**config.mk**
```make
export PLATFORM = sky130hd
export DESIGN_NAME = bch_decoder_15_7
export DESIGN_NICKNAME = d
export VERILOG_FILES = /design/src/rtl/bch_pkg.sv /design/src/rtl/bch_syndrome_calc.sv /design/src/rtl/bch_decoder_15_7.sv
export SDC_FILE = /design/constraint.sdc
export NUM_CORES = 1
export LEC_CHECK = 0
export ABC_AREA = 1
export BUFFER_PORTS_ARGS = -buffer_cell sky130_fd_sc_hd__buf_2
export CORE_ASPECT_RATIO = 0.75
export CORE_MARGIN = 5
export CORE_UTILIZATION = 40
export DETAILED_ROUTE_END_ITERATION = 12
export PLACE_DENSITY = 0.58
export REMOVE_ABC_BUFFERS = 1
export SLEW_MARGIN = 20
export SYNTH_ARGS = -nofsm -noshare
export SYNTH_HDL_FRONTEND = slang
export SYNTH_SLANG_ARGS = --single-unit
```
**constraint.sdc**
```tcl
create_clock -name clk -period 4.3 [get_ports clk]
set_clock_uncertainty 0.05 [all_clocks]
set_input_delay 0.215 -clock clk [delete_from_list [all_inputs] [get_ports clk]]
set_output_delay 0.215 -clock clk [all_outputs]
set_load 0.005 [all_outputs]
```
**src/rtl/bch_pkg.sv**
```systemverilog
`default_nettype none
// ============================================================================
//  Module   : bch_pkg
//  Purpose  : Shared constants, FSM state type and GF(16) arithmetic for the
//             BCH(15,7) t=2 decoder.
//  Revision : 1.0  initial release
// ============================================================================
package bch_pkg;

  // Generator polynomial g(x) = x^8+x^7+x^6+x^4+1
  localparam logic [8:0] GEN_POLY   = 9'h1D1;
  // Field polynomial x^4+x+1; alpha is the element x
  localparam logic [4:0] PRIM_POLY  = 5'h13;
  localparam logic [3:0] GF16_ALPHA = 4'h2;

  typedef enum logic [2:0] {
    ST_IDLE   = 3'd0,
    ST_SYND   = 3'd1,
    ST_SOLVE  = 3'd2,
    ST_CHIEN  = 3'd3,
    ST_DIVIDE = 3'd4,
    ST_DONE   = 3'd5
  } bch_dec_state_t;

  // Antilog: entry e holds alpha^e. Entry 15 wraps to alpha^0 so that
  // "15 - log" can be used directly as the inverse exponent.
  localparam logic [15:0][3:0] GF16_ALOG = {
    4'h1, 4'h9, 4'hD, 4'hF, 4'hE, 4'h7, 4'hA, 4'h5,
    4'hB, 4'hC, 4'h6, 4'h3, 4'h8, 4'h4, 4'h2, 4'h1
  };

  // Log: entry v holds e with alpha^e = v (entry 0 is unused)
  localparam logic [15:0][3:0] GF16_LOG = {
    4'hC, 4'hB, 4'hD, 4'h6, 4'h7, 4'h9, 4'hE, 4'h3,
    4'hA, 4'h5, 4'h8, 4'h2, 4'h4, 4'h1, 4'h0, 4'h0
  };

  // Shift-and-add multiply reduced modulo PRIM_POLY
  function automatic logic [3:0] gf16_mul(input logic [3:0] a, input logic [3:0] b);
    logic [3:0] acc;
    logic [3:0] x;
    acc = 4'h0;
    x   = a;
    for (int k = 0; k < 4; k++) begin
      if (b[k]) acc = acc ^ x;
      x = x[3] ? ({x[2:0], 1'b0} ^ PRIM_POLY[3:0]) : {x[2:0], 1'b0};
    end
    return acc;
  endfunction

  // a^e for e in 0..15
  function automatic logic [3:0] gf16_pow(input logic [3:0] a, input logic [3:0] e);
    logic [3:0] r;
    r = 4'h1;
    for (int k = 0; k < 15; k++) begin
      if (k < int'(e)) r = gf16_mul(r, a);
    end
    return r;
  endfunction

  // Multiplicative inverse of a non-zero element via the log tables
  function automatic logic [3:0] gf16_inv(input logic [3:0] a);
    return GF16_ALOG[4'd15 - GF16_LOG[a]];
  endfunction

endpackage : bch_pkg
`default_nettype wire

```
**src/rtl/bch_syndrome_calc.sv**
```systemverilog
`default_nettype none
// ============================================================================
//  Module   : bch_syndrome_calc
//  Purpose  : Serial S1/S3 syndrome evaluation by Horner's rule, highest
//             coefficient first. start_i loads the word; last_o marks the
//             cycle whose closing edge performs the 15th and final step.
//  Revision : 1.0  initial release
// ============================================================================
module bch_syndrome_calc
  import bch_pkg::*;
(
  input  logic        clk,
  input  logic        rstn,
  input  logic        start_i,
  input  logic [14:0] codeword_i,
  output logic        last_o,
  output logic [3:0]  s1_o,
  output logic [3:0]  s3_o
);

  localparam logic [3:0] ALPHA3 = gf16_pow(GF16_ALPHA, 4'd3);

  logic [14:0] word_q;
  logic [3:0]  s1_q;
  logic [3:0]  s3_q;
  logic [3:0]  cnt_q;
  logic        active_q;
  logic [3:0]  coef;

  assign coef   = {3'b000, word_q[14]};
  assign last_o = active_q && (cnt_q == 4'd14);
  assign s1_o   = s1_q;
  assign s3_o   = s3_q;

  // Load on start, then fold one coefficient per cycle into both syndromes
  always_ff @(posedge clk) begin
    if (!rstn) begin
      word_q   <= '0;
      s1_q     <= '0;
      s3_q     <= '0;
      cnt_q    <= '0;
      active_q <= 1'b0;
    end else if (start_i) begin
      word_q   <= codeword_i;
      s1_q     <= '0;
      s3_q     <= '0;
      cnt_q    <= '0;
      active_q <= 1'b1;
    end else if (active_q) begin
      s1_q   <= gf16_mul(s1_q, GF16_ALPHA) ^ coef;
      s3_q   <= gf16_mul(s3_q, ALPHA3) ^ coef;
      word_q <= {word_q[13:0], 1'b0};
      cnt_q  <= cnt_q + 4'd1;
      if (cnt_q == 4'd14) active_q <= 1'b0;
    end
  end

endmodule : bch_syndrome_calc
`default_nettype wire

```
**src/rtl/bch_decoder_15_7.sv**
```systemverilog
`default_nettype none
// ============================================================================
//  Module   : bch_decoder_15_7
//  Purpose  : BCH(15,7) t=2 decoder for the non-systematic code c = m*g.
//             Syndromes -> Peterson solve -> Chien correction -> division
//             by g(x). Fixed 38-cycle latency from capture to out_valid.
//  Options  : define BCH_DEC_STATS_EN to add saturating frame counters.
//  Revision : 1.0  initial release
// ============================================================================
module bch_decoder_15_7
  import bch_pkg::*;
#(
  parameter int N = 15,
  parameter int K = 7
) (
  input  logic         clk,
  input  logic         rstn,
  input  logic         in_valid,
  output logic         in_ready,
  input  logic [N-1:0] in_codeword,
  output logic         out_valid,
  input  logic         out_ready,
  output logic [K-1:0] out_message,
  output logic [N-1:0] out_corrected,
  output logic [1:0]   out_num_err,
  output logic         out_uncorrectable,
  output logic         busy
`ifdef BCH_DEC_STATS_EN
  ,
  input  logic         stat_clr,
  output logic [15:0]  stat_corrected,
  output logic [15:0]  stat_uncorr
`endif
);

  bch_dec_state_t state_q, state_d;

  logic         syn_start;
  logic         syn_last;
  logic [3:0]   s1, s3;

  logic [N-1:0] rx_q, flip_q, corr_q, rem_q;
  logic [3:0]   sig1_q, sig2_q, cnt_q, roots_q;
  logic [1:0]   deg_q, nerr_q;
  logic         synd_fail_q, fail_q;
  logic [K-2:0] quot_q;

  logic [K-1:0] msg_q;
  logic [N-1:0] corr_out_q;
  logic [1:0]   num_err_q;
  logic         uncorr_q;

  bch_syndrome_calc u_synd (
    .clk        (clk),
    .rstn       (rstn),
    .start_i    (syn_start),
    .codeword_i (in_codeword),
    .last_o     (syn_last),
    .s1_o       (s1),
    .s3_o       (s3)
  );

  // State register
  always_ff @(posedge clk) begin
    if (!rstn) state_q <= ST_IDLE;
    else       state_q <= state_d;
  end

  // Next-state: fixed phase lengths so latency never depends on error count
  always_comb begin
    state_d = state_q;
    case (state_q)
      ST_IDLE:   if (in_valid)             state_d = ST_SYND;
      ST_SYND:   if (syn_last)             state_d = ST_SOLVE;
      ST_SOLVE:                            state_d = ST_CHIEN;
      ST_CHIEN:  if (cnt_q == 4'd14)       state_d = ST_DIVIDE;
      ST_DIVIDE: if (cnt_q == 4'd6)        state_d = ST_DONE;
      ST_DONE:   if (out_ready)            state_d = ST_IDLE;
      default:                             state_d = ST_IDLE;
    endcase
  end

  // Handshake outputs decoded from the state
  always_comb begin
    in_ready  = (state_q == ST_IDLE);
    busy      = (state_q != ST_IDLE);
    out_valid = (state_q == ST_DONE);
    syn_start = in_valid && (state_q == ST_IDLE);
  end

  // Peterson solve for sigma(x) = 1 + sigma1*x + sigma2*x^2
  logic [3:0] s1_cube, sig1_d, sig2_d;
  logic [1:0] deg_d;
  logic       synd_fail_d;
  always_comb begin
    s1_cube     = gf16_mul(gf16_mul(s1, s1), s1);
    sig1_d      = 4'h0;
    sig2_d      = 4'h0;
    deg_d       = 2'd0;
    synd_fail_d = 1'b0;
    if (s1 == 4'h0) begin
      synd_fail_d = (s3 != 4'h0);
    end else if (s3 == s1_cube) begin
      sig1_d = s1;
      deg_d  = 2'd1;
    end else begin
      sig1_d = s1;
      sig2_d = gf16_mul(s3 ^ s1_cube, gf16_inv(s1));
      deg_d  = 2'd2;
    end
  end

  // Chien evaluation of sigma at alpha^-i for the current position i = cnt_q
  logic [3:0]   neg1, chien_eval, roots_d;
  logic [4:0]   neg2;
  logic         chien_hit, chien_fail;
  logic [N-1:0] flip_d, chien_word;
  always_comb begin
    neg1 = 4'd15 - cnt_q;
    neg2 = {neg1, 1'b0};
    if (neg2 >= 5'd15) neg2 = neg2 - 5'd15;
    chien_eval = 4'h1 ^ gf16_mul(sig1_q, GF16_ALOG[neg1])
                      ^ gf16_mul(sig2_q, GF16_ALOG[neg2[3:0]]);
    chien_hit  = (chien_eval == 4'h0);
    flip_d     = flip_q;
    if (chien_hit) flip_d[cnt_q] = 1'b1;
    roots_d    = roots_q + {3'b000, chien_hit};
    // A root count that disagrees with the locator degree means >2 errors
    chien_fail = synd_fail_q || (roots_d != {2'b00, deg_q});
    chien_word = chien_fail ? rx_q : (rx_q ^ flip_d);
  end

  // One long-division step by g(x), working down from x^14
  logic [3:0]   div_pos;
  logic         div_bit, final_uncorr;
  logic [N-1:0] div_mask, rem_d;
  always_comb begin
    div_pos      = 4'd14 - cnt_q;
    div_bit      = rem_q[div_pos];
    div_mask     = {6'b000000, GEN_POLY} << (4'd6 - cnt_q);
    rem_d        = div_bit ? (rem_q ^ div_mask) : rem_q;
    // A non-zero remainder means the corrected word is not a codeword
    final_uncorr = fail_q || (rem_d[7:0] != 8'h00);
  end

  // Datapath: capture, solve, correct, divide; outputs update only at the end
  always_ff @(posedge clk) begin
    if (!rstn) begin
      rx_q        <= '0;
      flip_q      <= '0;
      corr_q      <= '0;
      rem_q       <= '0;
      sig1_q      <= '0;
      sig2_q      <= '0;
      cnt_q       <= '0;
      roots_q     <= '0;
      deg_q       <= '0;
      nerr_q      <= '0;
      synd_fail_q <= 1'b0;
      fail_q      <= 1'b0;
      quot_q      <= '0;
      msg_q       <= '0;
      corr_out_q  <= '0;
      num_err_q   <= '0;
      uncorr_q    <= 1'b0;
    end else begin
      case (state_q)
        ST_IDLE: begin
          if (syn_start) rx_q <= in_codeword;
        end
        ST_SOLVE: begin
          sig1_q      <= sig1_d;
          sig2_q      <= sig2_d;
          deg_q       <= deg_d;
          synd_fail_q <= synd_fail_d;
          cnt_q       <= '0;
          flip_q      <= '0;
          roots_q     <= '0;
        end
        ST_CHIEN: begin
          flip_q  <= flip_d;
          roots_q <= roots_d;
          if (cnt_q == 4'd14) begin
            cnt_q  <= '0;
            fail_q <= chien_fail;
            nerr_q <= chien_fail ? 2'd0 : deg_q;
            corr_q <= chien_word;
            rem_q  <= chien_word;
            quot_q <= '0;
          end else begin
            cnt_q <= cnt_q + 4'd1;
          end
        end
        ST_DIVIDE: begin
          rem_q  <= rem_d;
          quot_q <= {quot_q[K-3:0], div_bit};
          cnt_q  <= cnt_q + 4'd1;
          if (cnt_q == 4'd6) begin
            msg_q      <= {quot_q, div_bit};
            corr_out_q <= corr_q;
            uncorr_q   <= final_uncorr;
            num_err_q  <= final_uncorr ? 2'd0 : nerr_q;
          end
        end
        default: ;
      endcase
    end
  end

  assign out_message       = msg_q;
  assign out_corrected     = corr_out_q;
  assign out_num_err       = num_err_q;
  assign out_uncorrectable = uncorr_q;

`ifdef BCH_DEC_STATS_EN
  logic [15:0] stat_corr_q, stat_unc_q;

  // Saturating frame counters, bumped when a result is accepted; clear wins
  always_ff @(posedge clk) begin
    if (!rstn || stat_clr) begin
      stat_corr_q <= '0;
      stat_unc_q  <= '0;
    end else if (out_valid && out_ready) begin
      if ((num_err_q != 2'd0) && (stat_corr_q != 16'hFFFF)) stat_corr_q <= stat_corr_q + 16'd1;
      if (uncorr_q && (stat_unc_q != 16'hFFFF))             stat_unc_q  <= stat_unc_q + 16'd1;
    end
  end

  assign stat_corrected = stat_corr_q;
  assign stat_uncorr    = stat_unc_q;
`endif

endmodule : bch_decoder_15_7
`default_nettype wire

```
== Word-level counts from Yosys, hierarchy flattened ==
Memory sizes are Yosys's and may differ from the RTL's. A register that Yosys moved wholly into a read port is not among the register bits.
Cells that the tools add are included.
Operators by class
  add/subtract/negate cells: 8
  $lt $le $gt $ge: 8
  equal/unequal tests: 16
  shift-type cells: 1
  mux-type cells: 91
  bitwise gates (word level): 42
  reductions and logical operators: 22
Operators with widths (count)
  4-bit 2-to-1 mux: 43
  15-bit 2-to-1 mux: 6
  4-bit bitwise XOR: 17
  15-bit case mux with 2 select lines: 2
  2-bit 2-to-1 mux: 22
  2-bit NOT: 18
  4-bit by 5-bit less-than comparator with 1-bit output (second input constant): 6
  15-bit bitwise XOR: 2
  3-bit case mux with 6 select lines: 1
  3-bit 2-to-1 mux: 5
  15-bit OR: 1
  9-bit by 4-bit left shift with 15-bit output (first input constant): 1
  4-bit case mux with 3 select lines: 1
  6-bit case mux with 2 select lines: 1
  4-bit subtractor (first input constant): 3
  2-bit != test (second input constant): 5
  4-bit by 1-bit adder with 4-bit output (second input constant): 2
  4-bit == test (second input constant): 2
  4-bit logical NOT: 2
  4-bit case mux with 2 select lines: 1
  2-bit AND reduction: 4
  8-bit nonzero test: 1
  4-bit by 1-bit bitwise XOR with 4-bit output: 2
  3-bit by 2-bit == test with 1-bit output (second input constant): 2
  25 further kinds: 38
Storage, ports and cells
  bits in registers: 144
  ROM bits: 256
  bits of input ports: 19
  output and inout bits: 28
  logic and storage cells: 216
  memories: 4
Memories
  (no name shown): words 16, width 4, rd ports 1, clocked after Yosys merged registers in 0, write ports 0, RTL line bch_decoder_15_7.sv:123  | ^ gf16_mul(sig2_q, GF16_ALOG[neg2[3:0]]);
  (no name shown): words 16, width 4, rd ports 1, clocked after Yosys merged registers in 0, write ports 0, RTL line bch_decoder_15_7.sv:122  | chien_eval = 4'h1 ^ gf16_mul(sig1_q, GF16_ALOG[neg1])
  (no name shown): words 16, width 4, rd ports 1, clocked after Yosys merged registers in 0, write ports 0, RTL line bch_pkg.sv:63  | return GF16_ALOG[4'd15 - GF16_LOG[a]];
  (no name shown): words 16, width 4, rd ports 1, clocked after Yosys merged registers in 1, write ports 0, RTL line bch_pkg.sv:63

== Depth between registers and ports, before layout ==
Gate-level depths: netlist of run 1.
  word-level depth: 32
  gate-level depth with buffers: 29
  gate-level depth less buffers: 27

== Hierarchy ==
From an unflattened synthesis of run 1, not the netlist that was laid out.
Unflattened totals
  cell total of the unflattened synthesis: 1503
  area, all modules: 9606.7 µm²
Modules (own cells, without submodules)
  bch_decoder_15_7: times used 1, cells an instance 1310, area an instance 8245.4 µm², sequential area each 2322.2 µm²
  bch_syndrome_calc: times used 1, cells an instance 193, area an instance 1361.3 µm², sequential area each 560.5 µm²

== Worst setup path after synthesis of run 1 ==
OpenSTA, ideal clock, no wires.
  path type: reg-to-reg
  start: register cnt_q[0]
  end: register corr_q[10]
  setup time: 115 ps
  arrival time: 3871 ps
  required time: 4135 ps
  setup slack: 264 ps
  stages on the path, launching flop included: 26
  path buffers: 2
  clock period less this slack: 4036 ps
  cells stage by stage: dfxtp_1 > inv_1 > buf_2 > ha_1 > inv_1 > nand2_2 > nand3_2 > nand2_1 > nor2_2 > xor2_1 > nand2_1 > nand3_1 > nand2_2 > nor2_4 > nand2_1 > inv_1 > ha_1 > ha_1 > xor2_1 > nor4_2 > buf_2 > nand2_1 > nand2_1 > nand2_1 > o21ai_0 > inv_1
Between the ends
  cells in the longest elaborated chain, start to end: 18
  elaborated cells between the ends (all ways): 39
  those cells by class: add/sub: 3; order compare: 3; eq/ne: 2; mux: 15; bitwise: 10; reduce/logical: 4; memory: 2
Ends and longest elaborated chain
  start: declaration: RTL line bch_decoder_15_7.sv:43  | logic [3:0] sig1_q, sig2_q, cnt_q, roots_q;
  start signal: assignment: RTL line bch_decoder_15_7.sv:191  | cnt_q <= cnt_q + 4'd1;
  start signal: assignment: RTL line bch_decoder_15_7.sv:197  | cnt_q <= cnt_q + 4'd1;
  4-bit subtractor: RTL line bch_decoder_15_7.sv:119  | neg1 = 4'd15 - cnt_q;
  4-bit subtractor / 5-bit by 4-bit >= comparator with 1-bit output (equally long branches): RTL line bch_decoder_15_7.sv:121  | if (neg2 >= 5'd15) neg2 = neg2 - 5'd15;
  4-bit 2-to-1 mux: RTL line bch_decoder_15_7.sv:121
  memory read 16 x 4 bit
  4-bit 2-to-1 mux (implied by the code): RTL line bch_decoder_15_7.sv:123
  4-bit 2-to-1 mux: RTL line bch_pkg.sv:45  | if (b[k]) acc = acc ^ x;
  4-bit bitwise XOR: RTL line bch_pkg.sv:45
  4-bit 2-to-1 mux: RTL line bch_pkg.sv:45
  (+2 left out)
  4-bit bitwise XOR: RTL line bch_pkg.sv:45
  4-bit 2-to-1 mux: RTL line bch_pkg.sv:45
  4-bit bitwise XOR: RTL line bch_decoder_15_7.sv:123
  4-bit logical NOT: RTL line bch_decoder_15_7.sv:124  | chien_hit = (chien_eval == 4'h0);
  4-bit by 1-bit adder with 4-bit output: RTL line bch_decoder_15_7.sv:127  | roots_d = roots_q + {3'b000, chien_hit};
  4-bit by 2-bit != test with 1-bit output: RTL line bch_decoder_15_7.sv:129  | chien_fail = synd_fail_q || (roots_d != {2'b00, deg_q});
  1-bit logical OR: RTL line bch_decoder_15_7.sv:129
  15-bit 2-to-1 mux: RTL line bch_decoder_15_7.sv:130  | chien_word = chien_fail ? rx_q : (rx_q ^ flip_d);
  end signal: assignment: RTL line bch_decoder_15_7.sv:187  | corr_q <= chien_word;
  end: declaration: RTL line bch_decoder_15_7.sv:42  | logic [N-1:0] rx_q, flip_q, corr_q, rem_q;
Parallel ways exist; a longest one is shown, timed or not. The select of a mux whose other input is x is not followed.
A chain may end at the register's enable or synchronous reset.

== Worst setup path in the final report of run 1 ==
  start: register cnt_q[0]
  end: register rem_q[10]
Between the ends
  cells in the longest elaborated chain, start to end: 20
  elaborated cells between the ends (all ways): 50
  those cells by class: add/sub: 5; order compare: 3; eq/ne: 4; shift: 1; mux: 20; bitwise: 11; reduce/logical: 4; memory: 2
Ends and longest elaborated chain
  4-bit subtractor: RTL line bch_decoder_15_7.sv:119
  4-bit subtractor / 5-bit by 4-bit >= comparator with 1-bit output (equally long branches): RTL line bch_decoder_15_7.sv:121
  4-bit 2-to-1 mux: RTL line bch_decoder_15_7.sv:121
  memory read 16 x 4 bit
  4-bit 2-to-1 mux (implied by the code): RTL line bch_decoder_15_7.sv:123
  4-bit 2-to-1 mux: RTL line bch_pkg.sv:45
  4-bit bitwise XOR: RTL line bch_pkg.sv:45
  4-bit 2-to-1 mux: RTL line bch_pkg.sv:45
  (+4 left out)
  4-bit bitwise XOR: RTL line bch_decoder_15_7.sv:123
  4-bit logical NOT: RTL line bch_decoder_15_7.sv:124
  4-bit by 1-bit adder with 4-bit output: RTL line bch_decoder_15_7.sv:127
  4-bit by 2-bit != test with 1-bit output: RTL line bch_decoder_15_7.sv:129
  1-bit logical OR: RTL line bch_decoder_15_7.sv:129
  15-bit 2-to-1 mux: RTL line bch_decoder_15_7.sv:130
  15-bit 2-to-1 mux: RTL line bch_decoder_15_7.sv:183  | if (cnt_q == 4'd14) begin
  15-bit case mux with 2 select lines: RTL line bch_decoder_15_7.sv:167  | case (state_q)
  end signal: assignment: RTL line bch_decoder_15_7.sv:188  | rem_q <= chien_word;
  end signal: assignment: RTL line bch_decoder_15_7.sv:195  | rem_q <= rem_d;
  end: declaration: RTL line bch_decoder_15_7.sv:42
Parallel ways exist; a longest one is shown, timed or not. The select of a mux whose other input is x is not followed.

==> results of run 1 <==
==> final cells by class <==
| type | instances | area share, % |
|---|---|---|
| clock buffer | 21 | 4.40 |
| clock inverter | 11 | 1.39 |
| inverter | 193 | 6.92 |
| multi-input combinational | 1081 | 51.4 |
| sequential | 148 | 28.3 |
| tap | 300 | 3.58 |
| timing repair buffer | 70 | 4.01 |
==> sequential cells by signal (all words and copies together) (netlist names), 2 cells and up, named ones only <==
signal / cells
cnt_q: 4
corr_q: 15
deg_q: 2
flip_q: 15
nerr_q: 2
out_corrected: 15
out_message: 7
out_num_err: 2
quot_q: 6
rem_q: 15
roots_q: 4
rx_q: 15
sig1_q: 4
sig2_q: 4
state_q: 3
u_synd.cnt_q: 4
u_synd.s1_o: 4
u_synd.s3_o: 4
u_synd.word_q: 15
==> synthesized netlist by cell type <==
library cell | count | area (um2)
nand2_1 | 426 | 1600
inv_1 | 186 | 698
nor2_1 | 150 | 563
dfxtp_1 | 148 | 2960
o21ai_0 | 137 | 686
nand3_1 | 108 | 541
a21oi_1 | 76 | 380
ha_1 | 39 | 488
clkbuf_1 | 32 | 120
xor2_1 | 21 | 184
o22ai_1 | 16 | 100
nand3_2 | 14 | 140
xnor2_1 | 14 | 123
buf_2 | 11 | 55.1
nand2_2 | 9 | 56.3
nand4_1 | 9 | 56.3
o21ai_1 | 8 | 40.0
a22oi_1 | 7 | 52.6
inv_2 | 7 | 26.3
buf_4 | 6 | 45.0
o211ai_1 | 6 | 45.0
buf_6 | 5 | 56.3
nor2_2 | 5 | 31.3
nor2_4 | 5 | 56.3
nor3_1 | 5 | 25.0
a211oi_1 | 4 | 30.0
a31oi_1 | 4 | 25.0
or2_2 | 4 | 25.0
nand3b_1 | 3 | 22.5
nor4_1 | 2 | 12.5
o2111ai_1 | 2 | 17.5
a22o_1 | 1 | 8.76
buf_1 | 1 | 3.75
buf_8 | 1 | 15.0
clkbuf_4 | 1 | 7.51
nand2_4 | 1 | 11.3
nand3b_4 | 1 | 20.0
nor3b_1 | 1 | 7.51
nor4_2 | 1 | 12.5
o221ai_1 | 1 | 8.76
o31ai_1 | 1 | 7.51
==> where the power goes <==
group / switching [W] / total (W) / leakage [nW] / internal (W)
Combinational: 0.000789 / 0.00112 / 3.37 / 0.000330
Sequential: 0.0000995 / 0.00160 / 1.20 / 0.00150
Clock: 0.000618 / 0.00157 / 0.302 / 0.000948
Total: 0.00151 / 0.00428 / 4.87 / 0.00278
==> worst max-delay path, cell delays in order (launching register included) <==
cell     delay (ns)
dfxtp_1        0.33
buf_4          0.25
ha_1           0.29
inv_1          0.14
nand2_1        0.09
nand2_2        0.07
nand2_4        0.08
nand3_1        0.14
inv_1          0.11
nand2_1        0.05
nand2_1        0.08
nand2_1        0.05
nand2_1        0.06
nand2_1        0.04
nand2_1        0.09
nor2_4         0.05
nand2_1        0.13
inv_1          0.06
ha_1           0.20
ha_1           0.30
xor2_1         0.18
nor4_4         0.34
buf_6          0.23
nand3_1        0.10
nand2_1        0.13
nand2_1        0.14
a21oi_1        0.16
==> cells by family (layout without fill, tap and decap cells) <==
group	count (synthesis)	in the layout
xor gates and xnor gates	35	35
buffers and inverters	250	295
and+or+nand+nor	744	744
DFF	148	148
AOI/OAI and AO/OA	263	263
adders and majority gates	39	39
==> layer usage <==
layer | share of wire, % | vias to the layer above | wire length (um) | track usage (%)
met5 | 0 | - | 0 | 0
met2 | 38 | 211 | 9370 | 24.4
li1 | - | 4773 | - | -
met1 | 55 | 4048 | 13600 | 29.4
met4 | 0.90 | 0 | 221 | 4.14
met3 | 5.5 | 18 | 1360 | 3.38
==> repair_timing <==
item / in CTS / in global routing
gates resized for setup: 0 / 4
hold endpoints to repair: 2 / 0
setup endpoints to repair: 0 / 6
buffers inserted: 0 / 0
hold buffers: 1 / 0
==> stage by stage <==
| step | TNS [ns] | cell area [um2] | cells | total power [W] | setup slack [ns] |
|---|---|---|---|---|---|
| after CTS | 0 | 10500 | 1824 | 0.00430 | 0.324 |
| after floorplan | -36.47 | 9060 | 1422 | 0.00235 | -1.16 |
| after global placement | 0 | 9850 | 1791 | 0.00273 | 0.408 |
| after global routing | 0 | 10500 | 1824 | 0.00454 | 0.00363 |
| after detailed placement | 0 | 9850 | 1791 | 0.00273 | 0.338 |
| final | 0 | 10500 | 1824 | 0.00428 | 0.287 |
==> worst min-delay path by stage <==
stage / startpoint / end / slack [ns] / depth (start not counted)
6_report: in_codeword[11] / rx_q[11]$_SDFFE_PN0P_ / 0.02 / 3
5_1_grt: in_codeword[12] / rx_q[12]$_SDFFE_PN0P_ / 0.03 / 3
4_1_cts: in_codeword[11] / rx_q[11]$_SDFFE_PN0P_ / 0.001 / 3
3_5_place_dp: quot_q[5]$_SDFFE_PN0P_ / quot_q[5]$_SDFFE_PN0P_ / 0.41 / 2
3_3_place_gp: quot_q[5]$_SDFFE_PN0P_ / quot_q[5]$_SDFFE_PN0P_ / 0.40 / 2
2_1_floorplan: rstn / cnt_q[1]$_SDFFE_PN0P_ / 0.29 / 2
==> qor.csv, run 1 <==
metric;value;unit
status;finished clean;
timing.final.crit_period;4.01;ns
critPathRequiredTime;4.61;ns
n_antenna_cell;0;
p_leak;4.87;nW
irDropWorstVdd;0.309;mV
reg2reg_slack;0.29;ns
nNetsFinal;1569;
viasPerCell;4.96;
hold_path_class;input pin to register;
p_per_area;409;nW/um2
whs;0.0164;ns
grt_pass1_vias;7819;
utilization;45.5;%
tritoncts;done;
grt_overflow_total;0;
worstSetupEndpoint;rem_q[10]$_SDFFE_PN0P_;
fill_cells;2399;
syn-instance-count;1479;
grt_max_degree;58;
drt_iter0_markers;801;
clkSinkCount;148;
final.period_utilization;93.3;%
h-tree-depth;4;
hpwl;18500;um
setup_viol;0;
crit_arrival;4.32;ns
cts-root-to-sink-buffers;2;
vias;9050;
synth-xor-area-share;3.27;%
rows;48;
grtUsageTotal;18.2;%
startpoint;cnt_q[0]$_SDFFE_PN0P_;
syn_area;9370;um2
start_util;40.7;%
slew_viol_final;0;
fmax;249;MHz
antenna_found_initial;0;
tightest_slew;0.908;ns
ys_seq_area_share;31.6;%
yosysWarnings;0;
reg2reg_to;rem_q[10]$_SDFFE_PN0P_;
critPathKind;register to register;
cp-start-kind;register;
route.detailed.drc;0;
avgSynthCellArea;6.33;um2
die_h;143;um
reg2reg_depth;26;
synth_top_family_by_area;simple AND/OR/NAND/NOR gates;
fp.coreArea;23000;um2
drive_gt1_share;9.71;%
port_buffers;46;
grt_pass1_wl;40200;um
maxCapViolations;0;
first_pass_iters;5;
hold_viol_final;0;
multi_input_area;5380;um2
synthSimpleGateAreaFrac;33.9;%
synth_fa_ha_area_share;5.21;%
relSlewSlack;39.3;%
synthMuxAreaShare;0;%
place_congestion;0.875;
drt_wl_total;24600;um
ant_nets;0;
grt_setup_unrepaired;no;
reg2reg_from;cnt_q[0]$_SDFFE_PN0P_;
ios;47;
area_growth;11.8;%
cp_max_fo;19;
numCtsBuffers;17;
routedWlPerCell;13.5;um
layout_commonest_cell;nand2_1;
layout_common_cells;nand2_1, inv_1, nor2_1;
clk_pin_slew_worst_paths;0.07;ns
seqCellArea;2960;um2
cts_root_buffer;clkbuf_16;
clk_latency;0.43;ns
endpoint_kind;register;
die_w;187;um
die-area;26600;um2
synth_compound_area_share;15.0;%
yosysUniqueCellTypes;41;
synth-seq-cells;148;
No activity file was read; power rests on OpenSTA's default activity.
==> run 2: changes to the inputs <==
--- a/config.mk
+++ b/config.mk
@@ -11,7 +11,7 @@
 export CORE_MARGIN = 5
 export CORE_UTILIZATION = 40
 export DETAILED_ROUTE_END_ITERATION = 12
-export PLACE_DENSITY = 0.58
+export PLACE_DENSITY = 0.56
 export REMOVE_ABC_BUFFERS = 1
 export SLEW_MARGIN = 20
 export SYNTH_ARGS = -nofsm -noshare
==> constraint.sdc (replaced) <==
create_clock -name clk -period 4.95 [get_ports clk]
set_clock_uncertainty 0.05 [all_clocks]
set_input_delay 0.2475 -clock clk [delete_from_list [all_inputs] [get_ports clk]]
set_output_delay 0.2475 -clock clk [all_outputs]
set_load 0.005 [all_outputs]
==> run 2 against run 1 <==
Cell count decreased by 0.49%. Routed wire length down 0.22%. Critical path depth fell by 2. Non-clock buffer count decreased by 9. Worst hold slack improved by 0.034 ns. Largest cell class unchanged.
==> qor.csv, run 2 (same netlist as run 1, synthesis figures left out) <==
metric;value;unit;change
drt_iter0_markers;736;;-8.1%
die-area;26600;um2;unchanged
clk_latency;0.43;ns;about the same
timing.final.crit_period;4.42;ns;+0.405 ns
power_frac_seq;37.2;%;about the same
reg2reg_from;cnt_q[0]$_SDFFE_PN0P_;;
grt_setup_unrepaired;no;;
viasPerCell;4.91;;-0.97%
reg2reg_slack;0.53;ns;+0.24 ns
numCtsBuffers;17;;unchanged
status;finished clean;;
p_int;0.00242;W;-13%
irDropWorstVdd;0.231;mV;-25%
design_area;10400;um2;-0.54%
hold_viol_final;0;;unchanged
drt_wl_total;24500;um;-0.22%
die_w;187;um;unchanged
h-tree-depth;4;;unchanged
slew_viol_final;0;;unchanged
p_leak;4.83;nW;-0.88%
ios;47;;unchanged
power.total;0.00373;W;-13%
tritoncts;done;;
cts_root_buffer;clkbuf_16;;
nNetsFinal;1560;;-0.57%
critPathKind;register to register;;
dpl_cell_area;9790;um2;-0.61%
power.switching;0.00130;W;-14%
grt_pass1_vias;7967;;+1.9%
startpoint;cnt_q[0]$_SDFFE_PN0P_;;
relSlewSlack;29.0;%;-10 points
antenna_found_initial;0;;unchanged
layout_commonest_cell;nand2_1;;
utilization;45.3;%;-0.24 points
cts-root-to-sink-buffers;2;;unchanged
hpwl;18100;um;-2.0%
setup_viol;0;;unchanged
routedWlPerCell;13.5;um;+0.28%
hold_path_class;input pin to register;;
setup_ws;0.532;ns;+0.245 ns
critPathRequiredTime;5.26;ns;+0.65 ns
post_cts_resized;0;;unchanged
area_growth;11.2;%;
grt_overflow_total;0;;unchanged
port_buffers;46;;unchanged
clk_pin_slew_worst_paths;0.06;ns;about the same
reg2reg_depth;24;;-7.7%
ant_nets;0;;unchanged
layout_common_cells;nand2_1, inv_1, nor2_1;;
rows;48;;unchanged
fin_tns_setup;0;ns;unchanged
crit_arrival;4.73;ns;+0.41 ns
cp-start-kind;register;;
start_util;40.7;%;unchanged
grtUsageTotal;18.7;%;+0.50 points
n_antenna_cell;0;;unchanged
endpoint_kind;register;;
place_congestion;0.850;;-2.8%
grt_pass1_wl;41400;um;+3.0%
vias;8918;;-1.5%
worstSetupEndpoint;rem_q[10]$_SDFFE_PN0P_;;
p_per_area;358;nW/um2;-13%
final.period_utilization;89.3;%;-4.1 points
hold_buffers;0;;-1
cp_max_fo;34;;+15
drive_gt1_share;9.17;%;-0.54 points
first_pass_iters;6;;+1
grt_max_degree;58;;unchanged
fmax;226;MHz;-9.2%
die_h;143;um;unchanged
fp.coreArea;23000;um2;unchanged
reg2reg_to;rem_q[10]$_SDFFE_PN0P_;;
comb_power_share;25.6;%;-0.5 points
cts_setup_buffers;0;;unchanged
clkSinkCount;148;;unchanged
tightest_slew;1.06;ns;+0.153 ns
p_clk_share;37.2;%;+0.6 points
swShare;35.0;%;-0.21 points
route.detailed.drc;0;;unchanged
post-place-ws;0.559;ns;+0.222 ns
maxCapViolations;0;;unchanged
[run 2: cell count changes in the layout (fill, tap and decap cells not counted), sizes merged]
cell         delta
inv             -1
clkinvlp        +2
dlygate4sd3     -1
clkbuf          +1
clkinv          -2
buf             -8
[run 2: routing by layer]
metal,wire [um],vias up,track usage (%),share of wire [%]
met5,0,-,0,0
met4,132,0,3.45,0.54
met3,1280,9,2.94,5.2
met2,9540,179,26.0,39
met1,13600,3965,30.1,55
li1,-,4765,-,-
[run 2: through the flow]
stage               hold slack [ns]  std cells
finish                       0.0504       1815
global route                 0.0603       1815
CTS                          0.0316       1815
detailed placement            0.405       1783
global placement              0.400       1783
floorplan                     0.322       1422
[run 2: worst min-delay path by stage]
stage	startpoint	endpoint	slack, ns	cells past startpoint
6_report	in_codeword[14]	rx_q[14]$_SDFFE_PN0P_	0.05	3
5_1_grt	in_codeword[3]	rx_q[3]$_SDFFE_PN0P_	0.06	3
4_1_cts	in_codeword[14]	rx_q[14]$_SDFFE_PN0P_	0.03	3
3_5_place_dp	out_num_err[1]$_SDFFE_PN0P_	out_num_err[1]$_SDFFE_PN0P_	0.41	2
3_3_place_gp	quot_q[5]$_SDFFE_PN0P_	quot_q[5]$_SDFFE_PN0P_	0.40	2
2_1_floorplan	rstn	cnt_q[1]$_SDFFE_PN0P_	0.32	2
[run 2: layout make-up]
cell class,count,area [um2]
tap,300,375
clock buffer,22,484
fill,2436,12600
clock inverter,10,144
inverter,193,724
timing repair buffer,61,343
sequential,148,2960
multi-input combinational,1081,5380
[run 2: power by group through the flow]
stage	Clock, W	Sequential [W]	Combinational, W
2_1_floorplan	0	0.00140	0.000634
3_3_place_gp	0	0.00141	0.000940
3_5_place_dp	0	0.00141	0.000946
4_1_cts	0.00142	0.00138	0.000948
5_1_grt	0.00148	0.00140	0.00110
6_report	0.00139	0.00138	0.000954
[run 2: critical path: stages, from the launching register on]
cell and delay (ns):
dfxtp_1 0.31, inv_1 0.41, ha_1 0.37, inv_1 0.24, nand2_2 0.11, nand3_2 0.12, nand2_1 0.07, nor2_2 0.13
xor2_1 0.16, nand2_1 0.08, nand2_1 0.06, nand2_1 0.06, nand2_2 0.07, nor2_4 0.04, nand2_1 0.15, inv_1 0.06
ha_1 0.19, ha_1 0.30, xor2_1 0.17, nor4_4 0.26, buf_4 0.35, nand3_1 0.11, nand2_1 0.16, nand2_1 0.14
a21oi_1 0.15
==> run 3: changes to the inputs <==
--- a/config.mk
+++ b/config.mk
@@ -10,6 +10,7 @@
 export CORE_ASPECT_RATIO = 0.75
 export CORE_MARGIN = 5
 export CORE_UTILIZATION = 40
+export CTS_BUF_LIST = sky130_fd_sc_hd__clkbuf_4 sky130_fd_sc_hd__clkbuf_8 sky130_fd_sc_hd__clkbuf_16
 export DETAILED_ROUTE_END_ITERATION = 12
 export PLACE_DENSITY = 0.56
 export REMOVE_ABC_BUFFERS = 1
==> run 3 against run 2 <==
Sequential cell count stayed put. Critical endpoint is now rem_q[2]$_SDFFE_PN0P_. Maximum frequency is essentially flat. Worst setup slack worse by 0.0014 ns. Routed wire length barely moved. Via count shrank 0.34%. Critical path depth rose by 1. Utilization is essentially flat. Highest routed layer unchanged. First-iteration DRC count decreased by 3.8%. Clock power about the same. Global-route usage unchanged. Count of clock-buffer cells in the layout stayed put.
==> qor.csv, run 3 (same netlist as run 1, synthesis figures left out) <==
metric;value;unit;change
vias;8888;;-0.34%
maxCapViolations;0;;unchanged
final.period_utilization;89.3;%;about the same
cts_root_buffer;clkbuf_16;;
place_congestion;0.850;;unchanged
routedWlPerCell;13.5;um;about the same
antenna_found_initial;0;;unchanged
status;finished clean;;
fp.coreArea;23000;um2;unchanged
grt_setup_unrepaired;no;;
critPathRequiredTime;5.18;ns;-0.08 ns
die_w;187;um;unchanged
grt_util_met2;26.0;%;about the same
use_met1;30.0;%;about the same
cp_max_fo;34;;unchanged
layout_common_cells;nand2_1, inv_1, nor2_1;;
tightest_slew;1.02;ns;-0.0404 ns
grt_max_degree;58;;unchanged
route.detailed.drc;0;;unchanged
hold_viol_final;0;;unchanged
grt_pass1_vias;7983;;+0.20%
clk_pin_slew_worst_paths;0.06;ns;about the same
utilization;45.3;%;about the same
setup_viol;0;;unchanged
nNetsFinal;1560;;unchanged
cts-root-to-sink-buffers;2;;unchanged
clk_latency;0.43;ns;about the same
p_leak;4.84;nW;about the same
fmax;226;MHz;about the same
area_growth;11.3;%;about the same
clkSinkCount;148;;unchanged
dpl_cell_area;9790;um2;unchanged
timing.final.crit_period;4.42;ns;+0.00135 ns
grt_overflow_total;0;;unchanged
tritoncts;done;;
port_buffers;46;;unchanged
first_pass_iters;5;;-1
hold_path_class;input pin to register;;
rows;48;;unchanged
critPathKind;register to register;;
grtUsageTotal;18.7;%;unchanged
top_usage_layer;met1;;
die-area;26600;um2;unchanged
post_cts_resized;0;;unchanged
ant_nets;0;;unchanged
irDropWorstVdd;0.247;mV;+6.7%
viasPerCell;4.90;;-0.34%
cp-start-kind;register;;
h-tree-depth;4;;unchanged
endpoint_kind;register;;
design_area;10400;um2;about the same
p_per_area;358;nW/um2;+0.16%
crit_arrival;4.65;ns;-0.08 ns
slew_viol_final;0;;unchanged
cts_setup_buffers;0;;unchanged
drive_gt1_share;9.24;%;+0.066 points
start_util;40.7;%;unchanged
grt_pass1_wl;41400;um;about the same
hold_buffers;0;;unchanged
relSlewSlack;31.7;%;+2.7 points
grt_util_met3;2.94;%;unchanged
hpwl;18100;um;unchanged
layout_commonest_cell;nand2_1;;
numCtsBuffers;17;;unchanged
n_antenna_cell;0;;unchanged
die_h;143;um;unchanged
ios;47;;unchanged
drt_iter0_markers;708;;-3.8%
drt_wl_total;24600;um;about the same
[run 3: cell counts in the layout (fill, tap and decap cells not counted)]
No cell type changed its count.
[run 3: final cells by class]
type                       instances  area (um2)
timing repair buffer              61         343
clock buffer                      22         488
fill                            2438       12600
inverter                         193         724
clock inverter                    10         144
sequential                       148        2960
multi-input combinational       1081        5380
tap                              300         375
[run 3: path summary, 6_finish.rpt]
kind | slack, ns | cells after the start | startpoint | end
worst max-delay path | 0.53 | 25 | cnt_q[0]$_SDFFE_PN0P_ | rem_q[2]$_SDFFE_PN0P_
worst min-delay path | 0.05 | 3 | in_codeword[14] | rx_q[14]$_SDFFE_PN0P_
worst max register to register | 0.53 | 25 | cnt_q[0]$_SDFFE_PN0P_ | rem_q[2]$_SDFFE_PN0P_
worst min register to register | 0.42 | 2 | quot_q[5]$_SDFFE_PN0P_ | quot_q[5]$_SDFFE_PN0P_
[run 3: report_power, final]
part / switching [W] / leakage, nW / internal (W)
registers: 0.0000841 / 1.20 / 0.00130
clock network: 0.000534 / 0.308 / 0.000858
logic: 0.000686 / 3.33 / 0.000269
total: 0.00130 / 4.84 / 0.00243
[run 3: critical path, stage by stage, from the launching register on]
cell,delay (ns)
dfxtp_1,0.31
inv_1,0.40
ha_1,0.37
inv_1,0.24
nand2_2,0.11
nand3_2,0.12
nand2_1,0.07
nor2_2,0.13
xor2_1,0.16
nand2_1,0.08
nand2_1,0.06
nand2_1,0.06
nand2_2,0.07
nor2_4,0.04
nand2_1,0.15
inv_1,0.06
ha_1,0.19
ha_1,0.30
xor2_1,0.17
nor4_4,0.26
buf_4,0.36
nand2_1,0.10
nand2_1,0.06
nand2_1,0.06
nand2_1,0.17
a21oi_1,0.09
[run 3: stage by stage]
stage                     power [W]  hold slack [ns]  TNS (ns)  setup WS, ns  cells
after floorplan             0.00204            0.322    -15.02        -0.511   1422
after global placement      0.00235            0.400         0         0.702   1783
after detailed placement    0.00236            0.405         0         0.559   1783
after CTS                   0.00376           0.0288         0         0.547   1815
after global routing        0.00399           0.0637         0         0.104   1815
final                       0.00373           0.0528         0         0.530   1815
[run 3: per-layer routing]
layer  wire (um)  vias to the layer above  share of wire (%)
met5           0                        -                  0
met2        9480                      174                 39
met1       13800                     3941                 56
met4         147                        0               0.60
met3        1130                       10                4.6
li1            -                     4763                  -
